--- src/rtl/osc_pair_ctrl.sv ---
// osc_pair_ctrl: measurement controller for a pair of oscillator counters.
// Opens a shared gate for N clock cycles, then holds the gate low for C_SETTLE
// cycles so both measurement stages can publish their counts. It then captures
// both counts and reports which oscillator ran faster, and by how much.
//
// Handshake: I_start is a request. It is accepted only while the FSM is IDLE
// and I_win_len is non-zero. O_busy is high from acceptance until the capture.
// O_done is a one-cycle pulse marking the cycle in which the results first
// become valid. The results then hold until the next capture. A new I_start
// is accepted in the O_done cycle.
module osc_pair_ctrl #(
  parameter int C_DWIDTH = 24,
  parameter int C_WWIDTH = 16,
  parameter int C_SETTLE = 4
) (
  input  logic                I_clk,
  input  logic                I_rst,
  input  logic                I_start,
  input  logic [C_WWIDTH-1:0] I_win_len,
  input  logic [C_DWIDTH-1:0] I_cnt_a,
  input  logic [C_DWIDTH-1:0] I_cnt_b,
  output logic                O_gate,
  output logic                O_busy,
  output logic                O_done,
  output logic                O_resp,
  output logic                O_tie,
  output logic [C_DWIDTH-1:0] O_diff,
  output logic [C_DWIDTH-1:0] O_cnt_a,
  output logic [C_DWIDTH-1:0] O_cnt_b,
  output logic [1:0]          O_state_dbg,
  output logic [C_WWIDTH-1:0] O_win_n_dbg
);

  typedef enum logic [1:0] {
    ST_IDLE   = 2'd0,
    ST_WINDOW = 2'd1,
    ST_SETTLE = 2'd2
  } state_t;

  // The settle counter runs from C_SETTLE-1 down to 0.
  // The capture happens on the edge where it reads 0.
  localparam logic [3:0]          SETTLE_LOAD = 4'(C_SETTLE - 1);
  localparam logic [C_WWIDTH-1:0] WIN_ONE     = C_WWIDTH'(1);

  state_t                state_q;
  logic [C_WWIDTH-1:0]   win_cnt_q;
  logic [C_WWIDTH-1:0]   win_n_q;
  logic [3:0]            settle_cnt_q;
  logic                  gate_q;
  logic                  busy_q;
  logic                  done_q;
  logic                  resp_q;
  logic                  tie_q;
  logic [C_DWIDTH-1:0]   diff_q;
  logic [C_DWIDTH-1:0]   cnt_a_q;
  logic [C_DWIDTH-1:0]   cnt_b_q;

  logic                  resp_d;
  logic                  tie_d;
  logic [C_DWIDTH-1:0]   diff_d;

  // Unsigned comparison of the live stage counts.
  // Subtracting the smaller count from the larger one cannot overflow.
  always_comb begin
    resp_d = 1'b0;
    tie_d  = 1'b0;
    diff_d = '0;
    if (I_cnt_a > I_cnt_b) begin
      resp_d = 1'b1;
      diff_d = I_cnt_a - I_cnt_b;
    end else begin
      tie_d  = (I_cnt_a == I_cnt_b);
      diff_d = I_cnt_b - I_cnt_a;
    end
  end

  // Measurement FSM with registered gate, busy, done and result outputs.
  // The asynchronous reset drops the gate at once, which clears the stages.
  always_ff @(posedge I_clk or posedge I_rst) begin
    if (I_rst) begin
      state_q      <= ST_IDLE;
      win_cnt_q    <= '0;
      win_n_q      <= '0;
      settle_cnt_q <= '0;
      gate_q       <= 1'b0;
      busy_q       <= 1'b0;
      done_q       <= 1'b0;
      resp_q       <= 1'b0;
      tie_q        <= 1'b0;
      diff_q       <= '0;
      cnt_a_q      <= '0;
      cnt_b_q      <= '0;
    end else begin
      done_q <= 1'b0;
      case (state_q)
        ST_IDLE: begin
          gate_q <= 1'b0;
          busy_q <= 1'b0;
          // A zero-length window is not a measurement; drop it silently.
          if (I_start && (I_win_len != '0)) begin
            win_n_q   <= I_win_len;
            win_cnt_q <= I_win_len;
            gate_q    <= 1'b1;
            busy_q    <= 1'b1;
            state_q   <= ST_WINDOW;
          end
        end
        ST_WINDOW: begin
          // The gate rose on the accepting edge.
          // It falls on the edge where the counter has reached 1, so it is
          // high for exactly N cycles.
          if (win_cnt_q == WIN_ONE) begin
            win_cnt_q    <= '0;
            gate_q       <= 1'b0;
            settle_cnt_q <= SETTLE_LOAD;
            state_q      <= ST_SETTLE;
          end else begin
            win_cnt_q <= win_cnt_q - WIN_ONE;
          end
        end
        ST_SETTLE: begin
          if (settle_cnt_q == 4'd0) begin
            cnt_a_q <= I_cnt_a;
            cnt_b_q <= I_cnt_b;
            resp_q  <= resp_d;
            tie_q   <= tie_d;
            diff_q  <= diff_d;
            done_q  <= 1'b1;
            busy_q  <= 1'b0;
            state_q <= ST_IDLE;
          end else begin
            settle_cnt_q <= settle_cnt_q - 4'd1;
          end
        end
        default: begin
          gate_q  <= 1'b0;
          busy_q  <= 1'b0;
          state_q <= ST_IDLE;
        end
      endcase
    end
  end

  assign O_gate      = gate_q;
  assign O_busy      = busy_q;
  assign O_done      = done_q;
  assign O_resp      = resp_q;
  assign O_tie       = tie_q;
  assign O_diff      = diff_q;
  assign O_cnt_a     = cnt_a_q;
  assign O_cnt_b     = cnt_b_q;
  assign O_state_dbg = state_q;
  assign O_win_n_dbg = win_n_q;

endmodule

--- config.mk ---
export PLATFORM = sky130hd
export DESIGN_NAME = osc_pair_ctrl
export DESIGN_NICKNAME = d
export VERILOG_FILES = /design/src/rtl/osc_pair_ctrl.sv
export SDC_FILE = /design/constraint.sdc
export NUM_CORES = 1
export LEC_CHECK = 0
export BUFFER_PORTS_ARGS = -buffer_cell sky130_fd_sc_hd__buf_2
export CAP_MARGIN = 20
export CORE_ASPECT_RATIO = 1.5
export CORE_MARGIN = 2
export CORE_UTILIZATION = 30
export DETAILED_ROUTE_END_ITERATION = 6
export HOLD_SLACK_MARGIN = 0.05
export PLACE_DENSITY = 0.51
export SYNTH_ARGS = -nofsm -noshare
export SYNTH_HDL_FRONTEND = slang
export SYNTH_SLANG_ARGS = --single-unit
--- constraint.sdc ---
create_clock -name I_clk -period 6.92 [get_ports I_clk]
set_input_delay 1.384 -clock I_clk [delete_from_list [all_inputs] [get_ports I_clk]]
set_output_delay 1.384 -clock I_clk [all_outputs]
set_load 0.01 [all_outputs]
Yosys cells after proc, flatten, opt, wreduce, memory -nomap -nowiden
Index checks and enable logic that the tools add are counted.
W data, S select, Z words.
{ "classes": {"muxes": 20, "n_lt_le_gt_ge": 1, "addsub": 4, "bitwise": 2, "n_reduce_logical": 13, "eq_ne": 8} }
{ "ops": {"columns": ["op", "count"], "rows": [
  ["$sub A24 B24 Y24", 2],
  ["$mux W16", 2],
  ["$pmux W16 S2", 1],
  ["$eq A24 B24 Y1", 1],
  ["$gt A24 B24 Y1", 1],
  ["$mux W24", 1],
  ["$eq A16 B1 Y1 const B", 1],
  ["$reduce_bool A16 Y1", 1],
  ["$sub A16 B1 Y16 const B", 1],
  ["$reduce_and A2 Y1", 5],
  ["$mux W4", 2],
  ["$ne A2 B2 Y1 const B", 4],
  ["$pmux W4 S2", 1],
  ["$mux W1", 7],
  ["$mux W2", 3],
  ["$pmux W1 S3", 2],
  ["$pmux W2 S3", 1],
  ["$reduce_and A3 Y1", 2],
  ["$logic_not A4 Y1", 1],
  ["$reduce_bool A2 Y1", 2],
  ["$sub A4 B1 Y4 const B", 1],
  ["$eq A2 B1 Y1 const B", 1],
  ["$eq A2 B2 Y1 const B", 1],
  ["$logic_not A2 Y1", 1],
  ["2 further kinds", 3]
]} }
{ "word_totals": {"output_inout_bits": 95, "wordCells": 60, "input_bits": 67, "register_bits": 115} }

Logic depth before layout (Yosys ltp)
Gate-level depths: netlist of the first run.
{ "logic_depth": {"ltp_word": 4, "mapped_depth": 14, "depth_no_buf": 12} }

Least setup slack after synthesis of the first run
OpenSTA, ideal clock, no wires.
{ "synth_timing": {"kind": "input port to flip-flop", "startpoint": "input I_cnt_a[2]", "endpoint": "register diff_q[21] (netlist: O_diff[21])", "path_slack_ns": 3.117, "n_path_buf": 3, "required_time_ns": 6.788, "stages": 14, "arrival_ns": 3.671, "setup_time_ns": 0.132, "cell_sequence": "inv_1 -> ha_1 -> buf_6 -> nor2b_4 -> o31a_1 -> o211a_1 -> o31a_1 -> a31o_1 -> buf_6 -> buf_6 -> a2111oi_4 -> a31oi_1 -> xnor2_1 -> o21ai_1"} }
{ "synth_between": {"elab_chain_len": 2, "word_cells_on_any_way": 4, "cone_classes": "add/sub (2); order compare (1); mux (1)"} }
{ "synth_lines": {"columns": ["element", "line", "text"], "rows": [
  ["start, declared", "20", "input logic [C_DWIDTH-1:0] I_cnt_a,"],
  ["$sub A24 B24 Y24 (tied with other cells)", "73", "diff_d = I_cnt_b - I_cnt_a;"],
  ["$mux W24 *", "68", "if (I_cnt_a > I_cnt_b) begin"],
  ["end signal, assigned", "127", "diff_q <= diff_d;"],
  ["end, declared", "54", "logic [C_DWIDTH-1:0] diff_q;"]
]} }
Mark *: on every way between the ends. The rest lies on a longest branch, timed or not.
A chain may end at the register's enable or synchronous reset.

Final worst setup path of the first run
{ "layout_timing": {"startpoint": "input I_cnt_a[21]", "endpoint": "register diff_q[12] (netlist: O_diff[12])"} }
{ "layout_between": {"elab_chain_len": 2} }
{ "layout_lines": {"columns": ["element", "line"], "rows": [
  ["$gt A24 B24 Y1", "68"],
  ["$mux W24", "68"]
]} }
No other way between the ends.

==> results of run 1 <==
[through the flow]
| step | instances | util, % | setup slack, ns | total power [W] |
|---|---|---|---|---|
| 6_report | 1304 | 37.9 | 2.99 | 0.00193 |
| 3_5_place_dp | 1271 | 35.2 | 2.59 | 0.000977 |
| 2_1_floorplan | 837 | - | 2.49 | 0.000889 |
| 5_1_grt | 1303 | 37.9 | 2.78 | 0.00200 |
| 3_3_place_gp | 1270 | 35.1 | 2.66 | 0.000975 |
| 4_1_cts | 1303 | 37.9 | 3.02 | 0.00195 |
[how the worst max path moves through the flow]
stage                      from         end  slack [ns]  depth (start not counted)
CTS                  I_cnt_a[0]   O_diff[8]        3.02                         14
detailed placement   I_cnt_a[0]   O_diff[8]        2.59                         14
global placement    I_cnt_a[17]  O_diff[22]        2.66                         13
floorplan                 I_rst      O_busy        2.49                          1
finish              I_cnt_a[21]  O_diff[12]        2.99                         13
global route         I_cnt_a[0]   O_diff[8]        2.78                         14
[power by group through the flow]
| stage | clock [W] | sequential [W] | combinational, W |
|---|---|---|---|
| floorplan | 0 | 0.000685 | 0.000205 |
| global placement | 0 | 0.000685 | 0.000291 |
| detailed placement | 0 | 0.000685 | 0.000292 |
| CTS | 0.000980 | 0.000673 | 0.000294 |
| global route | 0.00101 | 0.000672 | 0.000323 |
| finish | 0.000960 | 0.000673 | 0.000293 |
[synthesized netlist by cell type, types with 5 or more instances]
cell | number | area share [%]
nor2b_1 | 5 | 0.44
nand4_1 | 8 | 0.71
a21oi_1 | 55 | 3.9
or3_1 | 5 | 0.44
nor2_1 | 32 | 1.7
o211ai_1 | 6 | 0.64
xor2_1 | 10 | 1.2
nor4_1 | 11 | 0.97
a31oi_1 | 6 | 0.53
buf_2 | 5 | 0.35
nor3_1 | 6 | 0.42
dfrtp_1 | 115 | 41
clkbuf_1 | 36 | 1.9
mux2i_1 | 18 | 2.5
inv_1 | 61 | 3.2
o21bai_1 | 11 | 1.2
o311ai_0 | 5 | 0.62
and3_1 | 8 | 0.71
nand3_1 | 8 | 0.57
o21ai_1 | 14 | 0.99
ha_1 | 50 | 8.8
nand2_1 | 169 | 9.0
a21o_1 | 14 | 1.5
xnor2_1 | 14 | 1.7
o21ai_0 | 103 | 7.3
o21a_1 | 7 | 0.74
[cell families (layout without fill, tap and decap cells)]
logic type,count (synthesis),after routing
compound gates,252,252
buf+inv,107,258
other cells,0,1
xor+xnor,24,24
flops,115,115
simple gates,267,267
fa+ha+maj,52,52
mux,20,20
[per-layer routing]
metal / wire, um / vias up / part of all wire, % / global-route usage [%]
met1: 8350 / 2969 / 39 / 19.3
met5: 13 / - / 0.060 / 0
met2: 11600 / 160 / 54 / 32.6
li1: - / 3162 / - / -
met4: 621 / 2 / 2.9 / 7.07
met3: 927 / 43 / 4.3 / 4.09
[registers in the layout (all words and copies together) (netlist names)]
register	flops
O_done	1
O_busy	1
O_diff	24
O_resp	1
win_cnt_q	16
O_tie	1
O_state_dbg	2
settle_cnt_q	4
O_cnt_a	24
O_gate	1
O_win_n_dbg	16
O_cnt_b	24
[layout make-up]
cell class | instances | area [um2]
Fill cell | 2495 | 14400
Multi-Input combinational cell | 615 | 3780
Sequential cell | 115 | 2880
Timing Repair Buffer | 165 | 856
Clock buffer | 23 | 488
Tap cell | 315 | 394
Inverter | 61 | 231
Clock inverter | 9 | 150
Antenna cell | 1 | 2.50
[worst reg2reg max path: stages, from the launching register on]
cell	delay (ns)
dfrtp_1	0.56
nor2b_1	0.18
nand3_4	0.50
buf_4	0.69
inv_1	0.27
and3_1	0.23
mux2i_1	0.14
o311ai_0	0.14
==> metrics.cfg, run 1 <==
[critical_path]
crit_chain = buf_2, inv_1, ha_1, nand4_1, nor3_1, nand2_1, a21boi_0, a31o_1, buf_4, a311oi_1, a21oi_1, xnor2_1, o21ai_0
crit_path_max_fanout = 36
worstPathRequired_ns = 7.19
start_kind = input port
arrival_ns = 4.19
crit_family = compound AO/OA/AOI/OAI gates
path_buf_inv = 3
worstRegToRegCells = 7
cpMaxStageDelayCell = ha_1
critPathMaxStageDelay_ns = 0.44
r2r_start = O_state_dbg[0]
crit_path_end_kind = register
r2r_slack_ns = 4.06
critPathKind = in -> reg
reg2reg_to = O_diff[23]

[min_path]
holdPathEnd = O_win_n_dbg[6]
min_from = O_win_n_dbg[6]
hp-class = reg -> reg
hold_depth = 2

[cts]
root_buffer = clkbuf_16
htreeDepth = 4
clock_path_buffers = 2
numCtsBuffers = 17
postCtsSetupBuffers = 0
clkTransAtPathRegs_ns = 0.05
cts_sinks = 115
tritoncts = yes
clk_latency_ns = 0.42
postCtsResizedCells = 0
ctsHoldBuffers = 0

[timing]
hold_viol_final = 0
worst_pin_slew_ns = 0.994
fin_crit_sh_pct = 56.7
fin_skew_ns = 0.0102
report.final.slew_viol_count = 0
setup_tns_ns = 0
fmax_ghz = 0.255
setup_violations = 0
fin_hold_ws_ns = 0.467
finalCriticalPeriod_ns = 3.93
rsz0062_at_grt = false
slew_headroom_pct = 33.6

[place]
io_buffers = 161
hpwl_mm = 16.6
placed_area_um2 = 8140
routabilityCongestion = 0.846

[finish]
drive_gt1_share_pct = 20.6
layout_common_cells = nand2_1, buf_2, dfrtp_1
syn2layout_area_growth_pct = 24.0
fin_area_um2 = 8780
final_common_cell = nand2_1
nets = 1094

[die]
start_util_pct = 30.6
rows = 68
core_um2 = 23100
io_pins = 162
die_area_um2 = 24900
fp.dieH_um = 192
die_x_um = 129

[power_and_ir_drop]
swShare_pct = 26.1
leakagePower_nw = 4.37
power_density_nw_per_um2 = 219
p_seq_share_pct = 34.9
worst_ir_drop_vdd_uv = 169
power_frac_clock_pct = 49.8
p_int_w = 0.00142
power_frac_comb_pct = 15.2
p_switching_w = 0.000502

[synth]
synth_xor_xnor_area_share_pct = 2.97
synthMuxAreaShare_pct = 2.86
yosysSeqAreaShare_pct = 40.6
synth-edff-count = 0
synth-seq-cells = 115
syn_area_per_cell_um2 = 8.46
synth_top_family_by_area = compound AO/OA/AOI/OAI gates
syn_inst = 837
ys_warn_count = 0
async_flop_share_pct = 100
yosysUniqueCellTypes = 56
synth-compound-area-share_pct = 21.4
dominantRegCellSynth = dfrtp_1
synth_fa_ha_area_share_pct = 9.40
syn_area_um2 = 7080
yosys.area_share.simple_pct = 16.6
syn_nets = 956

[detailed_routing]
route.detailed.drc = 0
ant_nets = 0
vias = 6336
wl_mm = 21.5
via_per_inst = 4.86
wl_per_cell_um = 16.5
drt-pass1-iter-count = 5
initialDrtViolationCount = 262

[grt]
grt_antenna_before_repair = 2
grt_overflow_total = 0
grt_first_pass_wirelength_mm = 33.8
grt_pass1_vias = 6372
grt_max_degree = 84
grtUsageTotal_pct = 17.7

[run_status]
status = completed

[flow_run]
cap_viol_max_count = 0

Note: power is estimated with default switching activity, not from simulation.
==> run 2: changes to the inputs <==
- ABC_AREA: not set -> 1
- PLACE_DENSITY: 0.51 -> 0.52
- clock period: 6.92 -> 3.3 ns (I/O delays scaled with it)
==> metrics.cfg, run 2 <==
[power_and_ir_drop]
p_seq_share_pct = 34.2
p_int_w = 0.00293
swShare_pct = 29.1
worst_ir_drop_vdd_uv = 368
leakagePower_nw = 5.55
p_switching_w = 0.00120
power_w = 0.00414
power_frac_clock_pct = 47.2
power_frac_comb_pct = 18.6
power_density_nw_per_um2 = 412

[synth]
synth_top_family_by_area = simple AND/OR/NAND/NOR gates
yosysMostFrequentCell = nand2_1
ys_warn_count = 0
synth_xor_xnor_area_share_pct = 3.06
syn_inst = 1237
synth_largest_area_cell = dfrtp_1
synthMuxAreaShare_pct = 0
yosysUniqueCellTypes = 40
ys_top_cells_by_count = nand2_1, inv_1, dfrtp_1
synth-seq-cells = 115
syn_nets = 1356
yosysSeqAreaShare_pct = 34.6
async_flop_share_pct = 100
dominantRegCellSynth = dfrtp_1
synth-compound-area-share_pct = 9.79
synth_fa_ha_area_share_pct = 8.01
yosys.area_share.simple_pct = 32.1
syn_area_per_cell_um2 = 6.71
synth.area.top_cells = dfrtp_1, nand2_1, inv_1
synth-edff-count = 0
syn_area_um2 = 8310
synth_top_area_share_pct = 34.6

[cts]
postCtsSetupBuffers = 0
clock_path_buffers = 2
tritoncts = yes
root_buffer = clkbuf_16
numCtsBuffers = 17
htreeDepth = 4
ctsHoldBuffers = 0
postCtsResizedCells = 0
cts_sinks = 115
clk_latency_ns = 0.43
clkTransAtPathRegs_ns = 0.05

[timing]
setup_violations = 0
hold_viol_final = 0
setup_tns_ns = 0
fin_skew_ns = 0.00957
worst_pin_slew_ns = 0.659
fin_crit_sh_pct = 73.3
slew_headroom_pct = 56.1
report.final.slew_viol_count = 0
finalCriticalPeriod_ns = 2.42
fin_ws_ns = 0.882
fmax_ghz = 0.414
rsz0062_at_grt = false

[critical_path]
critPathKind = in -> reg
start_kind = input port
arrival_ns = 2.78
critPathMaxStageDelay_ns = 0.46
crit_chain = buf_2, inv_1, ha_1, nand2_1, nor2_2, nand2_1, nor2_1, nand2_1, nand3_1, nand2_1, nand2_1, nand2_1, nand2_1, nand2_1, nand2_1
cp_common_cell = nand2_1
crit_path_end_kind = register
crit_path_max_fanout = 6
cpMaxStageDelayCell = ha_1
worstPathRequired_ns = 3.66

[detailed_routing]
met1_length_mm = 10.7
initialDrtViolationCount = 386
wl_per_cell_um = 14.7
drt-pass1-iter-count = 5
highest_layer = met4
route.detailed.drc = 0
vias = 7974
via_per_inst = 4.58
met2WireLength_mm = 13.4
wl_mm = 25.7
ant_nets = 0
met3_length_um = 951

[flow_run]
cap_viol_max_count = 0

[place]
hpwl_mm = 20.6
routabilityCongestion = 0.914
io_buffers = 161
dp_slack_ns = 0.439

[die]
io_pins = 162
fp.dieH_um = 208
core_um2 = 27200
start_util_pct = 30.5
die_x_um = 140
rows = 74
die_area_um2 = 29100

[run_status]
status = completed

[grt]
grt_first_pass_wirelength_mm = 41.2
grt_overflow_total = 0
grt_antenna_before_repair = 0
grtUsageTotal_pct = 17.9
grt_max_degree = 116
grt_pass1_vias = 7940

[finish]
diodes = 0
layout_common_cells = nand2_1, inv_1, buf_2
drive_gt1_share_pct = 17.1
syn2layout_area_growth_pct = 20.9
final_common_cell = nand2_1
nets = 1507
fillCellCount = 3041

[min_path]
hp-class = in -> async

## run 2: changes by cell type after synthesis, moves of 9 or more
cell | previous run | this run
inv_1 | 61 | 215
o21bai_1 | 11 | 2
a21o_1 | 14 | 1
clkbuf_1 | 36 | 15
mux2i_1 | 18 | 0
nor4_1 | 11 | 2
a21oi_1 | 55 | 35
nand2_1 | 169 | 442
xor2_1 | 10 | 19
nor2_1 | 32 | 67
o21ai_0 | 103 | 73
nand3_1 | 8 | 77
## run 2: cell type report
| type | count | area (um2) | share of cell area, % |
|---|---|---|---|
| Inverter | 218 | 828 | 8.25 |
| Tap cell | 342 | 428 | 4.26 |
| Clock inverter | 10 | 158 | 1.57 |
| Timing Repair Buffer | 170 | 898 | 8.94 |
| Clock buffer | 21 | 450 | 4.48 |
| Multi-Input combinational cell | 866 | 4400 | 43.8 |
| Sequential cell | 115 | 2880 | 28.7 |
## run 2: kinds of logic (layout without fill, tap and decap cells)
kind of cell / Yosys count / in the layout
XOR/XNOR: 29 / 29
AO/OA/AOI/OAI: 149 / 149
AND/OR/NAND/NOR: 636 / 636
buffers and inverters: 256 / 419
adder cells (fa/ha/maj): 52 / 52
flip-flops: 115 / 115
## run 2: worst paths after layout
path	start	endpoint	slack, ns	cells after the start
setup / recovery	I_cnt_a[7]	O_diff[19]	0.88	15
hold / removal	I_rst	O_win_n_dbg[0]	0.40	3
setup reg to reg	settle_cnt_q[0]	O_cnt_b[2]	1.11	9
hold reg to reg	O_diff[17]	O_diff[17]	0.47	2
max in group asynchronous	I_rst	O_cnt_a[15]	2.40	3
min in group I_clk	O_diff[17]	O_diff[17]	0.47	2
## run 2: through the flow
step                      utilization, %  hold slack [ns]  cell area [um2]  cells
after global placement              34.7            0.459             9440   1711
after CTS                           36.9            0.453            10000   1742
after global routing                36.9            0.469            10000   1742
final                               36.9            0.396            10000   1742
after detailed placement            34.7            0.461             9440   1711
after floorplan                        -            0.485             8310   1237
## run 2: metal layers
metal  GRT usage, %  vias to the layer above
met5              0                        -
met1           20.8                     3628
met2           33.0                      210
li1               -                     4099
met4           6.48                        0
met3           2.47                       37
## run 2: critical path: cells and delay by family
family | cells | cell delay [ns]
buffers and inverters | 2 | 0.15
AND/OR/NAND/NOR | 12 | 1.50
adder cells (fa/ha/maj) | 1 | 0.46
## run 2: power groups by stage
stage	Combinational, W	Clock [W]	Sequential (W)
after floorplan	0.000538	0	0.00144
after global placement	0.000775	0	0.00144
after detailed placement	0.000771	0	0.00144
after CTS	0.000775	0.00200	0.00141
after global routing	0.000869	0.00207	0.00141
final	0.000769	0.00195	0.00141
==> run 3: changes to the inputs <==
- ABC_AREA: 1 -> 0
- PLACE_DENSITY: 0.52 -> 0.51
- clock period: 3.3 -> 2.42 ns (I/O delays scaled with it)
==> metrics.cfg, run 3 (synthesis results as in run 1) <==
[grt]
grt_first_pass_wirelength_mm = 36.2
grt_overflow_total = 0
grt_antenna_before_repair = 1
grtUsageTotal_pct = 18.9
grt_pass1_vias = 7136
grt_max_degree = 115

[power_and_ir_drop]
p_int_w = 0.00424
power_frac_clock_pct = 44.2
p_switching_w = 0.00157
leakagePower_nw = 5.29
worst_ir_drop_vdd_uv = 500
p_seq_share_pct = 33.1
power_w = 0.00581
power_density_nw_per_um2 = 555
swShare_pct = 27.1
power_frac_comb_pct = 22.6

[critical_path]
r2r_slack_ns = 0.22
crit_path_end_kind = register
crit_path_max_fanout = 7
worstRegToRegCells = 9
crit_chain = buf_8, inv_4, ha_4, fa_2, nor2b_4, o31a_1, o211a_1, o31a_1, a31o_4, buf_12, buf_12, a311oi_2, a21oi_1, xnor2_1, o21ai_1
r2r_start = win_cnt_q[2]
start_kind = input port
crit_family = compound AO/OA/AOI/OAI gates
critPathMaxStageDelay_ns = 0.30
cp-endpoint = O_diff[12]
critPathKind = in -> reg
path_buf_inv = 4
reg2reg_to = win_cnt_q[4]
arrival_ns = 2.95
crit_cells = 15
worstPathRequired_ns = 2.72
startpoint = I_cnt_a[0]
cpMaxStageDelayCell = o31a_1

[detailed_routing]
wl_per_cell_um = 15.9
drt-pass1-iter-count = 6
wl_mm = 23.5
ant_nets = 0
via_per_inst = 4.73
route.detailed.drc = 0
initialDrtViolationCount = 314
vias = 6988

[timing]
finalCriticalPeriod_ns = 2.65
rsz0062_at_grt = true
setup_tns_ns = -2.93
report.final.slew_viol_count = 0
setup_violations = 22
fmax_ghz = 0.377
fin_skew_ns = 0.00725
fin_hold_ws_ns = 0.144
slew_headroom_pct = 57.3
fin_crit_sh_pct = 110
worst_pin_slew_ns = 0.639
fin_ws_ns = -0.232
hold_viol_final = 0

[place]
dp_slack_ns = -0.753
routabilityCongestion = 0.874
hpwl_mm = 18.4
io_buffers = 161
placed_area_um2 = 9510

[finish]
fin_area_um2 = 10500
fillCellCount = 2385
final_common_cell = nand2_1
drive_gt1_share_pct = 35.9
syn2layout_area_growth_pct = 47.7
diodes = 0
layout_common_cells = nand2_1, buf_4, buf_2
nets = 1269

[die]
die_x_um = 129
start_util_pct = 30.6
io_pins = 162
fp.dieH_um = 192
rows = 68
die_area_um2 = 24900
core_um2 = 23100

[cts]
clock_path_buffers = 2
clkTransAtPathRegs_ns = 0.06
htreeDepth = 4
numCtsBuffers = 17
cts_sinks = 115
tritoncts = yes
clk_latency_ns = 0.43
root_buffer = clkbuf_16

[run_status]
status = finished with violations
violations = negative setup slack

[min_path]
hp-class = in -> async

[flow_run]
cap_viol_max_count = 0

[run 3: changes by cell type in the layout (fill, tap and decap cells not counted), moves of 13 or more]
cell	change
nand3_1	-70
buf_4	+158
nand2_1	-275
a21o_1	+13
nor2_1	-34
inv_1	-156
o21ai_0	+17
a21oi_1	+18
[run 3: worst min path at each step]
stage	endpoint
floorplan	win_cnt_q[13]
global placement	O_win_n_dbg[1]
detailed placement	O_win_n_dbg[6]
CTS	O_cnt_a[21]
global route	O_cnt_a[22]
finish	O_cnt_a[21]
[run 3: what timing repair did]
| action | in CTS | in global routing |
|---|---|---|
| buffers inserted | 4 | 2 |
| gates resized for setup | 23 | 43 |
| endpoints found under the setup margin | 24 | 30 |
| pin swaps | 9 | 14 |
| hold buffers | 0 | 0 |
| endpoints found under the hold margin | 0 | 0 |
| gates cloned | 1 | 0 |
[run 3: power groups by stage]
stage / Combinational (W) / Sequential, W / Clock [W]
floorplan: 0.000602 / 0.00196 / 0
detailed placement: 0.00116 / 0.00196 / 0
finish: 0.00132 / 0.00192 / 0.00257
global placement: 0.00116 / 0.00196 / 0
global route: 0.00142 / 0.00192 / 0.00272
CTS: 0.00124 / 0.00192 / 0.00265
[run 3: layer usage]
metal	share of wire, %	track usage [%]
met1	38	19.3
met2	56	37.1
met3	3.1	3.20
met4	3.1	7.94
met5	0.055	0
[run 3: cell type report]
| cell class | count | area [um2] | area share [%] |
|---|---|---|---|
| Multi-Input combinational cell | 615 | 4050 | 38.7 |
| Timing Repair Buffer | 340 | 2310 | 22.0 |
| Clock buffer | 20 | 457 | 4.36 |
| Tap cell | 315 | 394 | 3.77 |
| Inverter | 61 | 248 | 2.37 |
| Sequential cell | 115 | 2880 | 27.5 |
| Clock inverter | 11 | 135 | 1.29 |
[run 3: stage by stage]
stage / std cells / util (%)
after floorplan: 837 / -
after global placement: 1439 / 41.1
after detailed placement: 1439 / 41.1
after CTS: 1475 / 44.4
after global routing: 1477 / 45.2
final: 1477 / 45.2
